--- src/rtl/spi_arb_pkg.sv ---
// Shared definitions for the SPI arbiter: FSM states, slave-select codes
// and requester indices.
package spi_arb_pkg;

  typedef enum logic [1:0] {
    IDLE   = 2'd0,
    LAUNCH = 2'd1,
    WAIT   = 2'd2,
    FINISH = 2'd3
  } state_t;

  localparam logic [2:0] SS_TRIG = 3'b000;
  localparam logic [2:0] SS_CH1  = 3'b001;
  localparam logic [2:0] SS_CH2  = 3'b010;
  localparam logic [2:0] SS_CH3  = 3'b011;
  localparam logic [2:0] SS_EEP  = 3'b100;

  localparam logic [1:0] REQ_CMD  = 2'd0;
  localparam logic [1:0] REQ_DUMP = 2'd1;
  localparam logic [1:0] REQ_CAL  = 2'd2;

endpackage

--- src/rtl/spi_arb_rr_arb3.sv ---
// Three-way round-robin arbiter. The requester granted last time gets the
// lowest priority; the pointer itself lives in the caller.
module rr_arb3
  import spi_arb_pkg::*;
(
  input  logic [2:0] req,
  input  logic       advance,
  input  logic [1:0] last,
  output logic [2:0] gnt
);

  // Pick the first requester after the last-granted one, only when advancing
  always_comb begin
    gnt = 3'b000;
    if (advance) begin
      case (last)
        REQ_CMD: begin
          if      (req[1]) gnt = 3'b010;
          else if (req[2]) gnt = 3'b100;
          else if (req[0]) gnt = 3'b001;
        end
        REQ_DUMP: begin
          if      (req[2]) gnt = 3'b100;
          else if (req[0]) gnt = 3'b001;
          else if (req[1]) gnt = 3'b010;
        end
        default: begin
          if      (req[0]) gnt = 3'b001;
          else if (req[1]) gnt = 3'b010;
          else if (req[2]) gnt = 3'b100;
        end
      endcase
    end
  end

endmodule

--- src/rtl/spi_arb.sv ---
// Arbitrates three requesters onto one SPI master, one transaction at a
// time, with a timeout guard on the SPI_done handshake.
module spi_arb
  import spi_arb_pkg::*;
#(
  parameter int TIMEOUT_CYC = 4000
) (
  input  logic        clk,
  input  logic        rst_n,
  input  logic [2:0]  req,
  input  logic [15:0] wdata0,
  input  logic [15:0] wdata1,
  input  logic [15:0] wdata2,
  input  logic [2:0]  ss0,
  input  logic [2:0]  ss1,
  input  logic [2:0]  ss2,
  output logic [2:0]  gnt,
  output logic [2:0]  done,
  output logic        err,
  output logic [7:0]  rdata,
  output logic [15:0] SPI_data,
  output logic        wrt_SPI,
  output logic [2:0]  ss,
  input  logic        SPI_done,
  input  logic [7:0]  EEP_data
);

  localparam int CNT_W = (TIMEOUT_CYC > 1) ? $clog2(TIMEOUT_CYC) : 1;
  localparam logic [CNT_W-1:0] CNT_MAX = CNT_W'(TIMEOUT_CYC - 1);

  state_t           state;
  logic [CNT_W-1:0] cnt;
  logic [1:0]       last_gnt;
  logic [2:0]       arb_gnt;
  logic [15:0]      sel_data;
  logic [2:0]       sel_ss;
  logic [1:0]       sel_idx;

  rr_arb3 u_arb (
    .req     (req),
    .advance (state == IDLE),
    .last    (last_gnt),
    .gnt     (arb_gnt)
  );

  // Route the winning requester's command word and slave select
  always_comb begin
    sel_data = wdata0;
    sel_ss   = ss0;
    sel_idx  = REQ_CMD;
    case (arb_gnt)
      3'b010: begin
        sel_data = wdata1;
        sel_ss   = ss1;
        sel_idx  = REQ_DUMP;
      end
      3'b100: begin
        sel_data = wdata2;
        sel_ss   = ss2;
        sel_idx  = REQ_CAL;
      end
      default: ;
    endcase
  end

  // Transaction FSM; strobes default low so each is a single-cycle pulse
  always_ff @(posedge clk or negedge rst_n) begin
    if (!rst_n) begin
      state    <= IDLE;
      gnt      <= 3'b000;
      done     <= 3'b000;
      err      <= 1'b0;
      wrt_SPI  <= 1'b0;
      rdata    <= 8'h00;
      SPI_data <= 16'h0000;
      ss       <= 3'b000;
      cnt      <= '0;
      last_gnt <= REQ_CAL;
    end else begin
      wrt_SPI <= 1'b0;
      done    <= 3'b000;
      err     <= 1'b0;
      case (state)
        IDLE: begin
          if (|arb_gnt) begin
            gnt      <= arb_gnt;
            SPI_data <= sel_data;
            ss       <= sel_ss;
            last_gnt <= sel_idx;
            state    <= LAUNCH;
          end
        end
        LAUNCH: begin
          wrt_SPI <= 1'b1;
          cnt     <= '0;
          state   <= WAIT;
        end
        WAIT: begin
          if (SPI_done) begin
            rdata <= EEP_data;
            done  <= gnt;
            state <= FINISH;
          end else if (cnt == CNT_MAX) begin
            done  <= gnt;
            err   <= 1'b1;
            state <= FINISH;
          end else begin
            cnt <= cnt + 1'b1;
          end
        end
        FINISH: begin
          gnt   <= 3'b000;
          state <= IDLE;
        end
        default: state <= IDLE;
      endcase
    end
  end

endmodule

--- config.mk ---
export PLATFORM = sky130hd
export DESIGN_NAME = spi_arb
export DESIGN_NICKNAME = d
export VERILOG_FILES = /design/src/rtl/spi_arb_pkg.sv /design/src/rtl/spi_arb_rr_arb3.sv /design/src/rtl/spi_arb.sv
export SDC_FILE = /design/constraint.sdc
export NUM_CORES = 1
export LEC_CHECK = 0
export CAP_MARGIN = 20
export CORE_ASPECT_RATIO = 0.8
export CORE_MARGIN = 2
export CORE_UTILIZATION = 47
export DETAILED_ROUTE_END_ITERATION = 10
export PLACE_DENSITY = 0.95
export SLEW_MARGIN = 20
export SYNTH_ARGS = -nofsm -noshare
export SYNTH_HDL_FRONTEND = slang
export SYNTH_SLANG_ARGS = --single-unit
--- constraint.sdc ---
create_clock -name clk -period 6 [get_ports clk]
set_clock_uncertainty 0.2 [all_clocks]
set_input_delay 0.9 -clock clk [delete_from_list [all_inputs] [get_ports clk]]
set_output_delay 0.9 -clock clk [all_outputs]
set_load 0.02 [all_outputs]
# Word level (Yosys, flattened, before mapping)
# Index checks and enable logic that the tools add are counted.
[totals]
reg_bits = 51
input_bits = 71
out_inout_bits = 35
wordCells = 62
[op_classes]
add_sub_neg = 1
eq_ne = 11
muxes = 30
n_reduce_logical = 10
[op_table]
columns = ["cell", "count"]
rows = [
  ["two-way mux 3 bit", 12],
  ["one-hot mux 16 bit (2 select lines)", 1],
  ["two-way mux 12 bit", 2],
  ["one-hot mux 12 bit (2 select lines)", 1],
  ["one-hot mux 3 bit (2 select lines)", 3],
  ["adder 12 x 1 -> 12 bit (second input constant)", 1],
  ["equality test 12 bit (second input constant)", 1],
  ["two-way mux 2 bit", 4],
  ["one-hot mux 2 bit (4 select lines)", 1],
  ["AND reduction 2 bit", 4],
  ["inequality test 2 bit (second input constant)", 3],
  ["two-way mux 1 bit", 5],
  ["equality test 2 x 1 -> 1 bit (second input constant)", 2],
  ["equality test 2 bit (second input constant)", 2],
  ["logical NOT 2 bit", 2],
  ["one-hot mux 2 bit (2 select lines)", 1],
  ["nonzero test 2 bit", 2],
  ["equality test 3 x 2 -> 1 bit (second input constant)", 1],
  ["equality test 3 bit (second input constant)", 1],
  ["inequality test 3 bit (second input constant)", 1],
  ["AND reduction 3 bit", 1],
  ["OR reduction 3 bit", 1],
]

# Longest topological paths before layout
[logic_depth]
ltp_word = 8
depth_mapped = 7
ltp_nobuf = 6

# Cells and area by module
# From an unflattened synthesis, not the netlist that was laid out.
[hier_totals]
cells_unflattened = 253
area_unflattened_um2 = 2612.5
[modules_own_cells]
columns = ["module", "instances", "cells_per_inst", "area_each_um2"]
rows = [
  ["spi_arb", 1, 245, 2552.4],
  ["rr_arb3", 1, 8, 60.1],
]

# Least setup slack after synthesis
# Ideal clock, no wire load.
[synth_timing]
kind = "input to register"
start = "input port SPI_done"
end = "register cnt[9]"
setup_ps = 120
t_arrival_ps = 1924
slack_ps = 3756
cell_stages = 5
path_buffers = 1
path_cell_list = "nand2b_1 clkbuf_1 nor4_1 a21oi_1 a31o_2"
[synth_between]
elab_chain_cells = 2
[synth_rtl]
columns = ["element", "line_no", "rtl"]
rows = [
  ["start: declaration", "spi_arb.sv:24", "input logic SPI_done,"],
  ["inequality test 2 bit (no line)", "--", ""],
  ["AND reduction 3 bit (no line)", "--", ""],
  ["end signal: assignment", "spi_arb.sv:108", "cnt <= cnt + 1'b1;"],
  ["end: declaration", "spi_arb.sv:32", "logic [CNT_W-1:0] cnt;"],
]
# No other way between the ends.
# A chain may end at the register's enable or synchronous reset.

# Final worst setup path
[layout_timing]
start = "input port req[1]"
end = "register SPI_data[10]"
[layout_between]
elab_chain_cells = 7
[layout_rtl]
columns = ["element", "line_no", "rtl"]
rows = [
  ["start: declaration", "spi_arb.sv:10", "input logic [2:0] req,"],
  ["two-way mux 2 bit", "spi_arb_rr_arb3.sv:25", "else if (req[1]) gnt = 3'b010;"],
  ["two-way mux 3 bit", "spi_arb_rr_arb3.sv:24", "else if (req[0]) gnt = 3'b001;"],
  ["two-way mux 3 bit", "spi_arb_rr_arb3.sv:23", "if (req[2]) gnt = 3'b100;"],
  ["one-hot mux 3 bit (2 select lines) *", "spi_arb_rr_arb3.sv:16", "case (last)"],
  ["two-way mux 3 bit *", "spi_arb_rr_arb3.sv:15", "if (advance) begin"],
  ["equality test 3 bit, or another cell as far along", "spi_arb.sv:51", "case (arb_gnt)"],
  ["one-hot mux 16 bit (2 select lines) or AND reduction 2 bit (tied branches)", "--", ""],
  ["end signal: assignment", "spi_arb.sv:87", "SPI_data <= sel_data;"],
  ["end: declaration", "spi_arb.sv:21", "output logic [15:0] SPI_data,"],
]
# Mark *: on every way between the ends. The rest lies on a longest branch, timed or not.

==> metrics.txt <==
outcome complete, no violations; Yosys top cell by area dfrtp_1; setup bufs post-CTS 0; post-synth cell types 42; Die ar. about 6200 um2; fillers ~390; most common cell in the netlist dfrtp_1; met2 wire len roughly 3.5 mm; Fmax achieved 0.316 GHz; Clock Latency Late Sink 300 ps; max-cap viol count 0; cts hold-fix bufs 0; WL per Instance 16.6 um; effective utilization at floorplan 48.4%; Synth Instances 275; Crit path arrival time between 3000 and 4000 ps; Final WS setup 2840 ps; fraction of layout cells with a size suffix above 1 under 10%; post-CTS resize count 0; FF-to-FF path depth 6; Setup crit start kind input port; drt via density 5.73; Yosys warnings 0; die span in y between 70 and 80 um; hold depth 1; vias in the first global route 2514; endpoints failing setup 0; Leakage Power between 0.0015 and 0.002 uW; Max Buffers Root-to-Sink 2; synth-to-layout area growth 46.3%; Detailed Routing Iterations Pass 1 5; Clock Sinks 51; antenna-violating nets left 0; H-tree depth 2; Hold Path Class flip-flop to flip-flop; IO Pins about 110; Seq/Total Area, Yosys between 40 and 50%; Final GP Congestion just under 0.9; drt drc 0; clk root buf clkbuf_8; Post-Route WL ~7.5 mm; post-synth top area share between 40 and 50%; n_diodes 0; maximum vdd drop 0.251 mV; Post-Syn Area approximately 2600 um2; Clk pwr share 14.1%; worst slack, placed ~2600 ps; Iteration-0 DRC Markers 160; Sequential Power Share 33.7%; logic gate share of total power 52.2%; Inst Count DP about 450; Critical Path RT 5940 ps; crit path capture type flip-flop; Mapped Nets between 300 and 400; CTS clk-pin slew, worst paths ~90 ps; dpl hpwl roughly 5.5 mm; Global Route Usage Sum around a quarter; final worst-path cycle share 52.7%; cell count along the critical path 5; final core utilization a little over two thirds; # rows 24; ranking of synthesized cells by area dfrtp_1, nand3_1, a32oi_1, o21ai_0, inv_1; Net Switching slightly below 700 uW; final hold vios 0; Final Non-Filler Cells roughly 450; final slew viol count 0; Yosys reg bits 51; WL met3 between 800 and 900 um; RSZ-0062 raised after global routing no; CTS tree done; count of nets after finishing roughly 450; cell-internal power about 1000 uW; Vias roughly 2600; Tmin final 3160 ps; critical-path maximum fanout 21; die width 87.6 um; Highest Signal Layer met4; CP Cell Sequence clkdlybuf4s50_1 > nor3b_1 > or3_1 > and2_1 > a32oi_1; PortBufs around 110; largest net degree at the start of global routing 52; Critical path buffers and inverters 1; Pwr Density around 440 nW/um2; family with the most delay on the worst path simple AND/OR/NAND/NOR gates; switch share between 40% and 50%; Worst Max-Slew Pin Slew roughly 920 ps; detailed-routing wirelength on met1 3.16 mm; synth cell count leaders dfrtp_1, nand3_1, inv_1; Mean Syn Cell Area 9.56 um2; initial antenna violation count 0; core area 5440 um2; Top FF cell, synth dfrtp_1; total negative slack 0 ps; Slowest-stage cell, CP and2_1; FFs w/ async S/R, synth 100%; crit path kind input port to flip-flop; EDFF count, synth 0; CP peak stage delay between 700 and 800 ps; first-pass GRT wire length around 12 mm; gr ovfl total 0; CTS Buf Count 5; relative slew slack 38.5%
per-layer routing:
metal	global-route usage, %	up-vias
met2	39.3	156
li1	-	1193
met4	4.79	0
met5	0	-
met1	31.8	1236
met3	5.83	10
final timing paths:
| check | startpoint | to | slack, ps |
|---|---|---|---|
| min in group asynchronous | rst_n | SPI_data[5]$_DFFE_PN0P_ | 500 |
| max in group asynchronous | rst_n | SPI_data[7]$_DFFE_PN0P_ | 4670 |
| hold reg to reg | cnt[11]$_DFFE_PN0P_ | cnt[11]$_DFFE_PN0P_ | 290 |
| hold / removal | cnt[11]$_DFFE_PN0P_ | cnt[11]$_DFFE_PN0P_ | 290 |
| setup reg to reg | state[0]$_DFFE_PN0P_ | last_gnt[0]$_DFFE_PN0P_ | 3270 |
| setup / recovery | req[1] | SPI_data[10]$_DFFE_PN0P_ | 2840 |
area by class of cell:
cell class                 count  area (um2)  area share, %
clock buffer                   7        76.3           1.98
clock inverter                 1        30.0          0.780
inverter                      26        97.6           2.54
multi-input combinational    182        1200           31.2
sequential                    51        1280           33.2
tap                           78        97.6           2.54
timing repair buffer         108        1070           27.8
power by group through the flow:
stage	registers, uW	logic (uW)	clock network, uW
after floorplan	686	370	0
after global placement	565	835	0
after detailed placement	570	867	0
after CTS	564	874	238
after global routing	578	938	253
final	564	875	236
state kept, by name, summed over array words and instances, names as in the netlist:
name,count
SPI_data,16
cnt,12
done,3
err,1
gnt,3
last_gnt,2
rdata,8
ss,3
state,2
wrt_SPI,1
metrics by stage:
step / hold WS [ps] / total power, uW / area, um2
after floorplan: 245 / 1060 / 2630
after global placement: 268 / 1400 / 3740
after detailed placement: 281 / 1440 / 3740
after CTS: 296 / 1680 / 3850
after global routing: 329 / 1770 / 3850
final: 290 / 1680 / 3850
cells in the final DEF (no fill, tap or decap), drive strengths merged, types with 3 or more instances in the layout:
| master | instances |
|---|---|
| clkdlybuf4s50 | 104 |
| o21ai | 26 |
| a22o | 3 |
| mux2i | 5 |
| a32oi | 19 |
| buf | 4 |
| nor2 | 10 |
| nand2b | 3 |
| and2 | 3 |
| mux2 | 9 |
| nand2 | 18 |
| ha | 6 |
| nand4 | 3 |
| nand3 | 43 |
| dfrtp | 50 |
| nor2b | 4 |
| inv | 26 |
| clkbuf | 7 |
worst register-to-register path, stage by stage (launching register included):
cell and delay, ps:
dfrtp_1 430, inv_1 130, ha_1 330, nand2_1 80, or3_1 620, and2_1 540
a22o_1 300
cell families (layout without fill, tap and decap cells):
kind of cell | Yosys count | after routing | share of synthesized area, %
and+or+nand+nor | 97 | 97 | 19.5
muxes | 14 | 14 | 5.76
buffers and inverters | 42 | 142 | 5.99
xor gates and xnor gates | 1 | 1 | 0.333
adders and majority gates | 6 | 6 | 2.85
AOI/OAI and AO/OA | 64 | 64 | 17.0
DFF | 51 | 51 | 48.6
Power figures use the tool's default switching activity.
